===== src/rtl/bitmap_pkg.sv =====
// Shared definitions for the free-block bitmap allocation client:
// default widths, allocator FSM states and the minimum bitmap settle time.
package bitmap_pkg;

   localparam int ADDR_W_DEF      = 10;
   localparam int LEN_W_DEF       = 6;
   localparam int REFRESH_LAT_MIN = 3;

   typedef enum logic [1:0] {
      ST_IDLE      = 2'd0,
      ST_WAIT_FREE = 2'd1,
      ST_REFRESH   = 2'd2
   } allocState_t;

endpackage


===== src/rtl/bitmap_alloc_ctrl_if.sv =====
// Request, release and bitmap-status signals of the allocation client.
// The slave view is the allocator; the master view is requester plus bitmap.
interface bitmap_alloc_ctrl_if
   import bitmap_pkg::*;
#(
   parameter int ADDR_W = ADDR_W_DEF,
   parameter int LEN_W  = LEN_W_DEF
) ();

   logic              alloc_req_vld;
   logic [LEN_W-1:0]  alloc_req_len;
   logic              alloc_req_rdy;
   logic              alloc_nack;
   logic              alloc_addr_vld;
   logic [ADDR_W-1:0] alloc_addr;
   logic              alloc_addr_last;
   logic              rel_vld;
   logic [ADDR_W-1:0] rel_addr;
   logic [ADDR_W-1:0] emp_ready_addr;
   logic              emp_ready_vld;
   logic [ADDR_W:0]   emp_addr_num;
   logic              wr_en_1;
   logic [ADDR_W-1:0] wr_addr_1;
   logic              wr_val_1;
   logic              wr_en_2;
   logic [ADDR_W-1:0] wr_addr_2;
   logic              wr_val_2;
   logic              busy;

   modport slave (
      input  alloc_req_vld, alloc_req_len, rel_vld, rel_addr,
             emp_ready_addr, emp_ready_vld, emp_addr_num,
      output alloc_req_rdy, alloc_nack, alloc_addr_vld, alloc_addr, alloc_addr_last,
             wr_en_1, wr_addr_1, wr_val_1, wr_en_2, wr_addr_2, wr_val_2, busy
   );

   modport master (
      output alloc_req_vld, alloc_req_len, rel_vld, rel_addr,
             emp_ready_addr, emp_ready_vld, emp_addr_num,
      input  alloc_req_rdy, alloc_nack, alloc_addr_vld, alloc_addr, alloc_addr_last,
             wr_en_1, wr_addr_1, wr_val_1, wr_en_2, wr_addr_2, wr_val_2, busy
   );

endinterface


===== src/rtl/bitmap_alloc_ctrl_rel_reg.sv =====
// Release path: one register stage turning a freed block address into a
// clear-bit write on the bitmap's second write port.
module bitmap_rel_reg
   import bitmap_pkg::*;
#(
   parameter int ADDR_W = ADDR_W_DEF
) (
   input  logic              clk,
   input  logic              rst,
   input  logic              i_relVld,
   input  logic [ADDR_W-1:0] i_relAddr,
   output logic              o_wrEn,
   output logic [ADDR_W-1:0] o_wrAddr
);

   logic              r_wrEn;
   logic [ADDR_W-1:0] r_wrAddr;

   always_ff @(posedge clk or posedge rst) begin
      if (rst) begin
         r_wrEn   <= 1'b0;
         r_wrAddr <= '0;
      end else begin
         r_wrEn   <= i_relVld;
         r_wrAddr <= i_relAddr;
      end
   end

   assign o_wrEn   = r_wrEn;
   assign o_wrAddr = r_wrAddr;

endmodule


===== src/rtl/bitmap_alloc_ctrl.sv =====
// Allocation client for the free-block bitmap: claims N free blocks one at a
// time with a settle pause after each claim, and forwards releases.
module bitmap_alloc_ctrl
   import bitmap_pkg::*;
#(
   parameter int ADDR_W      = ADDR_W_DEF,
   parameter int LEN_W       = LEN_W_DEF,
   parameter int REFRESH_LAT = REFRESH_LAT_MIN
) (
   input  logic                clk,
   input  logic                rst,
   bitmap_alloc_ctrl_if.slave  bus
);

   localparam int CNT_W = $clog2(REFRESH_LAT + 1);
   localparam int CMP_W = (LEN_W > ADDR_W + 1) ? LEN_W : ADDR_W + 1;

   allocState_t       r_state, w_stateNext;
   logic [LEN_W-1:0]  r_remaining, w_remainingNext;
   logic [CNT_W-1:0]  r_cnt, w_cntNext;
   logic              w_nack, w_claim, w_last, w_reject;
   logic              r_rdy, r_nack, r_addrVld, r_addrLast;
   logic [ADDR_W-1:0] r_addr;
   logic [CMP_W-1:0]  w_lenExt, w_numExt;

   // The free count is trustworthy only in IDLE, since no claim is in flight there.
   assign w_lenExt = CMP_W'(bus.alloc_req_len);
   assign w_numExt = CMP_W'(bus.emp_addr_num);
   assign w_reject = (bus.alloc_req_len == '0) || (w_lenExt > w_numExt);

   always_comb begin
      w_stateNext     = r_state;
      w_remainingNext = r_remaining;
      w_cntNext       = r_cnt;
      w_nack          = 1'b0;
      w_claim         = 1'b0;
      w_last          = 1'b0;
      case (r_state)
         ST_IDLE: begin
            if (bus.alloc_req_vld) begin
               if (w_reject) begin
                  w_nack = 1'b1;
               end else begin
                  w_remainingNext = bus.alloc_req_len;
                  w_stateNext     = ST_WAIT_FREE;
               end
            end
         end
         ST_WAIT_FREE: begin
            if (bus.emp_ready_vld) begin
               w_claim         = 1'b1;
               w_last          = (r_remaining == LEN_W'(1));
               w_remainingNext = r_remaining - LEN_W'(1);
               w_cntNext       = CNT_W'(REFRESH_LAT);
               w_stateNext     = ST_REFRESH;
            end
         end
         ST_REFRESH: begin
            w_cntNext = r_cnt - CNT_W'(1);
            if (r_cnt == CNT_W'(1)) begin
               w_stateNext = (r_remaining != '0) ? ST_WAIT_FREE : ST_IDLE;
            end
         end
         default: begin
            w_stateNext = ST_IDLE;
         end
      endcase
   end

   // Every handshake output is registered so the bitmap sees clean pulses.
   always_ff @(posedge clk or posedge rst) begin
      if (rst) begin
         r_state     <= ST_IDLE;
         r_remaining <= '0;
         r_cnt       <= '0;
         r_rdy       <= 1'b0;
         r_nack      <= 1'b0;
         r_addrVld   <= 1'b0;
         r_addrLast  <= 1'b0;
         r_addr      <= '0;
      end else begin
         r_state     <= w_stateNext;
         r_remaining <= w_remainingNext;
         r_cnt       <= w_cntNext;
         r_rdy       <= (w_stateNext == ST_IDLE);
         r_nack      <= w_nack;
         r_addrVld   <= w_claim;
         r_addrLast  <= w_last;
         if (w_claim) begin
            r_addr <= bus.emp_ready_addr;
         end
      end
   end

   assign bus.alloc_req_rdy   = r_rdy;
   assign bus.alloc_nack      = r_nack;
   assign bus.alloc_addr_vld  = r_addrVld;
   assign bus.alloc_addr      = r_addr;
   assign bus.alloc_addr_last = r_addrLast;
   assign bus.wr_en_1         = r_addrVld;
   assign bus.wr_addr_1       = r_addr;
   assign bus.wr_val_1        = 1'b1;
   assign bus.wr_val_2        = 1'b0;
   assign bus.busy            = (r_state != ST_IDLE);

   bitmap_rel_reg #(
      .ADDR_W (ADDR_W)
   ) u_relReg (
      .clk       (clk),
      .rst       (rst),
      .i_relVld  (bus.rel_vld),
      .i_relAddr (bus.rel_addr),
      .o_wrEn    (bus.wr_en_2),
      .o_wrAddr  (bus.wr_addr_2)
   );

endmodule


===== src/flat_wrapper.sv =====
// flat-port wrapper written by rule: the top's interface ports become plain ports
module bitmap_alloc_ctrl_flat import bitmap_pkg::*;
#(
   parameter int ADDR_W      = ADDR_W_DEF,
   parameter int LEN_W       = LEN_W_DEF,
   parameter int REFRESH_LAT = REFRESH_LAT_MIN
)
  (clk, rst, bus_alloc_req_vld, bus_alloc_req_len, bus_rel_vld, bus_rel_addr, bus_emp_ready_addr, bus_emp_ready_vld, bus_emp_addr_num, bus_alloc_req_rdy, bus_alloc_nack, bus_alloc_addr_vld, bus_alloc_addr, bus_alloc_addr_last, bus_wr_en_1, bus_wr_addr_1, bus_wr_val_1, bus_wr_en_2, bus_wr_addr_2, bus_wr_val_2, bus_busy);
  bitmap_alloc_ctrl_if #(.ADDR_W(ADDR_W), .LEN_W(LEN_W)) bus_i ();
  input  logic clk;
  input  logic rst;
  input wire logic [$bits(bus_i.alloc_req_vld)-1:0] bus_alloc_req_vld;
  input wire logic [$bits(bus_i.alloc_req_len)-1:0] bus_alloc_req_len;
  input wire logic [$bits(bus_i.rel_vld)-1:0] bus_rel_vld;
  input wire logic [$bits(bus_i.rel_addr)-1:0] bus_rel_addr;
  input wire logic [$bits(bus_i.emp_ready_addr)-1:0] bus_emp_ready_addr;
  input wire logic [$bits(bus_i.emp_ready_vld)-1:0] bus_emp_ready_vld;
  input wire logic [$bits(bus_i.emp_addr_num)-1:0] bus_emp_addr_num;
  output wire logic [$bits(bus_i.alloc_req_rdy)-1:0] bus_alloc_req_rdy;
  output wire logic [$bits(bus_i.alloc_nack)-1:0] bus_alloc_nack;
  output wire logic [$bits(bus_i.alloc_addr_vld)-1:0] bus_alloc_addr_vld;
  output wire logic [$bits(bus_i.alloc_addr)-1:0] bus_alloc_addr;
  output wire logic [$bits(bus_i.alloc_addr_last)-1:0] bus_alloc_addr_last;
  output wire logic [$bits(bus_i.wr_en_1)-1:0] bus_wr_en_1;
  output wire logic [$bits(bus_i.wr_addr_1)-1:0] bus_wr_addr_1;
  output wire logic [$bits(bus_i.wr_val_1)-1:0] bus_wr_val_1;
  output wire logic [$bits(bus_i.wr_en_2)-1:0] bus_wr_en_2;
  output wire logic [$bits(bus_i.wr_addr_2)-1:0] bus_wr_addr_2;
  output wire logic [$bits(bus_i.wr_val_2)-1:0] bus_wr_val_2;
  output wire logic [$bits(bus_i.busy)-1:0] bus_busy;
  assign bus_i.alloc_req_vld = bus_alloc_req_vld;
  assign bus_i.alloc_req_len = bus_alloc_req_len;
  assign bus_i.rel_vld = bus_rel_vld;
  assign bus_i.rel_addr = bus_rel_addr;
  assign bus_i.emp_ready_addr = bus_emp_ready_addr;
  assign bus_i.emp_ready_vld = bus_emp_ready_vld;
  assign bus_i.emp_addr_num = bus_emp_addr_num;
  assign bus_alloc_req_rdy = bus_i.alloc_req_rdy;
  assign bus_alloc_nack = bus_i.alloc_nack;
  assign bus_alloc_addr_vld = bus_i.alloc_addr_vld;
  assign bus_alloc_addr = bus_i.alloc_addr;
  assign bus_alloc_addr_last = bus_i.alloc_addr_last;
  assign bus_wr_en_1 = bus_i.wr_en_1;
  assign bus_wr_addr_1 = bus_i.wr_addr_1;
  assign bus_wr_val_1 = bus_i.wr_val_1;
  assign bus_wr_en_2 = bus_i.wr_en_2;
  assign bus_wr_addr_2 = bus_i.wr_addr_2;
  assign bus_wr_val_2 = bus_i.wr_val_2;
  assign bus_busy = bus_i.busy;
  bitmap_alloc_ctrl #(.ADDR_W(ADDR_W), .LEN_W(LEN_W), .REFRESH_LAT(REFRESH_LAT)) u_core (.clk(clk), .rst(rst), .bus(bus_i));
endmodule

===== config.mk =====
export PLATFORM = sky130hd
export DESIGN_NAME = bitmap_alloc_ctrl_flat
export DESIGN_NICKNAME = d
export VERILOG_FILES = /design/src/rtl/bitmap_pkg.sv /design/src/rtl/bitmap_alloc_ctrl_if.sv /design/src/rtl/bitmap_alloc_ctrl_rel_reg.sv /design/src/rtl/bitmap_alloc_ctrl.sv /design/src/flat_wrapper.sv
export SDC_FILE = /design/constraint.sdc
export NUM_CORES = 1
export LEC_CHECK = 0
export CAP_MARGIN = 0
export CORE_UTILIZATION = 41
export DETAILED_ROUTE_END_ITERATION = 6
export PLACE_DENSITY_LB_ADDON = 0.08
export SLEW_MARGIN = 20
export SYNTH_ARGS = -nofsm -noshare
export SYNTH_HDL_FRONTEND = slang
export SYNTH_SLANG_ARGS = --single-unit

===== constraint.sdc =====
create_clock -name clk -period 3.35 [get_ports clk]
set_clock_uncertainty 0.2 [all_clocks]
set_input_delay 0.8375 -clock clk [delete_from_list [all_inputs] [get_ports clk]]
set_output_delay 0.8375 -clock clk [all_outputs]
set_load 0.02 [all_outputs]

* After elaboration in Yosys (flattened, before gate mapping)
Cells that the tools add are included.
Widths: inputs -> output; s select.
** Storage, ports and cells
- Bits in registers :: 35
- Bits in latches :: 0
- Memory bits (writable) :: 0
- ROM bits :: 0
- Input port bits :: 42
- Word-level logic and storage cells :: 49
- Memories :: 0
** Operators by class
- $add $sub $neg :: 2
- Multiply operators :: 0
- Div/mod/pow operators :: 0
- Magnitude comparators :: 1
- Eq/ne operators :: 7
- Shift-type cells :: 0
- Muxes and demuxes :: 19
- Bitwise gates (word level) :: 0
- Reduce and logical (&&, ||, !) cells :: 10
** Operators with widths (number)
- $mux 6 :: 3
- $pmux 6 s2 :: 1
- $gt 6x11->1 :: 1
- $mux 2 :: 5
- $mux 1 :: 8
- $eq 6x1->1 const B :: 1
- $logic_not 6->1 :: 1
- $ne 2x2->1 const B :: 3
- $pmux 2 s3 :: 1
- $reduce_bool 2->1 :: 3
- $reduce_bool 6->1 :: 1
- $sub 6x1->6 const B :: 1
- $eq 2x1->1 const B :: 2
- $logic_not 2->1 :: 2
- $pmux 2 s2 :: 1
- $reduce_and 4->1 :: 1
- $eq 2x2->1 const B :: 1
- $reduce_and 2->1 :: 1
- $sub 2x1->2 const B :: 1
- $logic_or 1x1->1 :: 1

* Logic depth before layout (Yosys ltp)
- Depth in word-level cells :: 6
- Depth in mapped cells :: 7

* By module
Synthesis repeated with hierarchy kept, for this count alone.
** Second synthesis, totals
- Cells, all modules :: 180
- Area, all modules :: 1712.9 um^2
** Modules (own cells, without submodules)
- bitmap_alloc_ctrl :: instances 1, cells each 168, area an instance 1433.9 um^2, sequential area each 600.6 um^2
- bitmap_rel_reg :: instances 1, cells each 12, area an instance 279.0 um^2, sequential area each 275.3 um^2

* Worst setup path before layout
OpenSTA, ideal clock, no wires.
- Kind :: input to register
- From :: in bus_emp_addr_num[5]
- To :: reg u_core.r_remaining[0]
- Library setup time :: 0.133 ns
- Arrival time :: 2.044 ns
- Required time :: 3.017 ns
- Slack :: 0.972 ns
- Stages :: 7
- Path buffers :: 0
- Cell sequence :: inv_1 > ha_1 > nand4b_1 > o21ai_1 > a21oi_1 > a2111oi_0 > o32ai_1
** Between the ends
- Longest elaborated chain between the ends :: 4
** RTL lines
- start: declaration :: RTL line flat_wrapper.sv:18 : input wire logic [$bits(bus_i.emp_addr_num)-1:0] bus_emp_addr_num;
- $gt 6x11->1 :: RTL line bitmap_alloc_ctrl.sv:29 : assign w_reject = (bus.alloc_req_len == '0) || (w_lenExt > w_numExt);
- $logic_or 1x1->1 :: RTL line bitmap_alloc_ctrl.sv:29
- $ne 2x2->1 (no line)
- $reduce_and 4->1 (no line)
- end signal: assignment :: RTL line bitmap_alloc_ctrl.sv:83 : r_remaining <= w_remainingNext;
- end: declaration :: RTL line bitmap_alloc_ctrl.sv:19 : logic [LEN_W-1:0] r_remaining, w_remainingNext;
No other way between the ends.
A chain may end at the register's enable or synchronous reset.

* Worst setup path after layout
- From :: in bus_alloc_req_len[0]
- To :: reg u_core.r_remaining[0]
** Between the ends
- Longest elaborated chain between the ends :: 4
** RTL lines
- start: declaration :: RTL line flat_wrapper.sv:13 : input wire logic [$bits(bus_i.alloc_req_len)-1:0] bus_alloc_req_len;
- $gt 6x11->1 or $logic_not 6->1 (tied branches) :: RTL line bitmap_alloc_ctrl.sv:29
- $logic_or 1x1->1 :: RTL line bitmap_alloc_ctrl.sv:29
- $ne 2x2->1 (no line)
- $reduce_and 4->1 (no line)
Parallel ways exist; a longest one is shown, timed or not. The select of a mux whose other input is x is not followed.

==> impl_results.md <==
* Final Setup Violations at 0
* Peak supply drop at 0.254 mV
* PortBufs at 78
* DRT Pass-1 Iters at 4
* Synth top cells by count: 35 x dfrtp_1, 14 x buf_4, 12 x nand2_1
* Total CTS buffers at 5
* Via density at just over 5
* Share of layout cells above drive strength 1 at 9.09%
* Crit end category: register
* Clk buf depth at 2
* RSZ-0062 raised after global routing: no
* Post-CTS Hold Fix Bufs at 0
* Synth async-reset ratio at 100%
* Synth unique cells at 42
* Critical path data arrival time at 2780 ps
* Clk root buf: clkbuf_8
* Largest net degree at the start of global routing at 36
* Cell row count at 23
* Vias in the first global route at around 1300
* Num ports at 81
* Drt total wl at 3740 um
* Drt wl/cell at 13.3 um
* GRT Overall Usage at between 15 and 20%
* Ranking of synthesized cells by area: dfrtp_1 50%, ha_1 6.5%, buf_4 6.1%, mux2_1 4.5%, nand2_1 2.6%
* Nets at ~280
* Worst slew pin tran at 683 ps
* CTS sink cnt at 35
* Status: finished clean
* CTS tree: built
* DR vias at 1430
* Startpoint Class: input port
* Die height at 67.1 um
* Slew headroom at 54.4%
* Fin crit share at a little over four fifths
* Setup TNS at 0 ps
* Most used DFF post-synth: dfrtp_1
* Remaining Overflow, GRT at 0
* Area Growth Syn to Fin at 47.2%
* Crit Path Class: input port to register
* Final Hold Fails at 0
* Worst hold path class: register to register
* Initial antenna violation count at 0
* Non-Filler Instances at 281
* Core area at 4030 um2
* GPL Wtd Cong at 0.809
* Syn nets at 211
* H-tree depth at 2
* Synth top area share at 50.5%
* WHS Path Cells at 1
* Die Wd at roughly 67 um
* DRC violations left at 0
* Post-DP HPWL at 3020 um
* Clock-pin slew on the worst setup and hold paths at ~70 ps
* Final max-slew violation count at 0
* Fmax at 353 MHz
* Post-cts resize count at 0
* First-pass GRT wire length at just under 6000 um
* Worst R2R Path Depth at 4
* Cell Area, Synth at between 1500 and 2000 um2
* Setup WS post-layout at approximately 520 ps
* Count leader, synth: dfrtp_1
* Placement Setup Slack at ~250 ps
* MaxCap Viol Count at 0
* Yosys warnings at 0
* Post-placement cell count at 273
* Number of setup buffers added after CTS at 0
* DRT iter0 DRCs at 51
* Diode count at 0
* Post-synth EDFFs at 0
* Synth area leader: dfrtp_1
* Static Leak at 1.09 nW
* Clk_lat worst skew at between 200 and 300 ps
* CP max FO at 3
* Sequential element share of the synthesized area at 50.5%
* Required @ worst endpoint at 3300 ps
* Fin crit period at 2830 ps
* Synthesized flop and latch total at 35
* Mapped Cells at 160
* Syn Area/Cell at 10.8 um2
* Total die area at 4500 um2
* Starting Density at 43.1%
* Pwr dens at roughly 750 nW/um2
* Remaining antenna violation count at 0
## per-layer routing
metal | vias up | wire [um] | track usage [%]
met1 | 662 | 1450 | 19.4
met5 | - | 0 | 0
met3 | 6 | 311 | 5.14
li1 | 680 | - | -
met4 | 0 | 42 | 6.91
met2 | 82 | 1940 | 30.9
## metrics by stage
| step | area, um2 | utilization, % | total power [mW] | hold WS, ps |
|---|---|---|---|---|
| 2_1_floorplan | 1740 | - | 1.31 | 268 |
| 3_3_place_gp | 2470 | 61.4 | 1.63 | 290 |
| 3_5_place_dp | 2470 | 61.4 | 1.65 | 297 |
| 4_1_cts | 2550 | 63.4 | 1.93 | 320 |
| 5_1_grt | 2550 | 63.4 | 2.06 | 340 |
| 6_report | 2550 | 63.4 | 1.92 | 313 |
## worst max-delay path, stage by stage
cell             delay [ps]
clkdlybuf4s50_1         580
inv_1                   100
ha_1                    280
nand4b_1                 80
o21ai_1                 310
a21oi_1                 130
a2111oi_0               330
o32ai_1                 130
## final timing paths
path | from | endpoint | slack, ps
worst max-delay path | bus_alloc_req_len[0] | u_core.r_remaining[0]$_DFFE_PP0P_ | 520
worst min-delay path | u_core.r_remaining[5]$_DFFE_PP0P_ | u_core.r_remaining[5]$_DFFE_PP0P_ | 310
worst max register to register | u_core.r_state[0]$_DFF_PP0_ | u_core.bus.alloc_addr[7]$_DFFE_PP0P_ | 1010
worst min register to register | u_core.r_remaining[5]$_DFFE_PP0P_ | u_core.r_remaining[5]$_DFFE_PP0P_ | 310
max in group asynchronous | rst | u_core.u_relReg.o_wrAddr[3]$_DFF_PP0_ | 1890
min in group asynchronous | rst | u_core.bus.alloc_addr_last$_DFF_PP0_ | 760
## power by group
group          switching [mW]  internal (mW)
clock network           0.135          0.146
registers               0.124          0.561
logic                   0.484          0.471
total                   0.743           1.18
## registers in the layout (all words and copies together), names as in the netlist, 2 cells and up
name	flops
u_core.u_relReg.o_wrAddr	10
u_core.bus.alloc_addr	10
u_core.r_state	2
u_core.r_remaining	6
u_core.r_cnt	2
## placed cells by master, fill, tap and decap left out, types with 2 or more instances in the layout
| cell | n |
|---|---|
| nand3_1 | 5 |
| clkbuf_1 | 2 |
| a31oi_1 | 3 |
| nor2_1 | 8 |
| conb_1 | 2 |
| nor4_1 | 2 |
| clkbuf_8 | 5 |
| a21oi_1 | 8 |
| ha_1 | 9 |
| nand3b_1 | 2 |
| a21o_2 | 2 |
| nand2_1 | 12 |
| nand2b_1 | 2 |
| mux2_2 | 3 |
| nand4b_1 | 2 |
| o21ai_1 | 3 |
| o21ai_0 | 5 |
| inv_1 | 11 |
| dfrtp_1 | 35 |
| clkdlybuf4s50_1 | 78 |
| o31ai_1 | 2 |
| mux2_1 | 7 |
| nor2b_1 | 2 |
## layout make-up
| class | count | area, um2 |
|---|---|---|
| clock buffer | 7 | 76.3 |
| inverter | 12 | 45.0 |
| multi-input combinational | 97 | 701 |
| sequential | 35 | 876 |
| tap | 50 | 62.6 |
| fill | 310 | 1480 |
| clock inverter | 1 | 5.00 |
| timing repair buffer | 79 | 788 |
## logic make-up after synthesis
family,share of synthesized area (%)
other,0.433
multiplexers,6.49
AO/OA/AOI/OAI,13.6
buffers and inverters,9.16
adder cells (fa/ha/maj),6.49
flip-flops,50.5
AND/OR/NAND/NOR,13.4
Power figures use the tool's default switching activity.
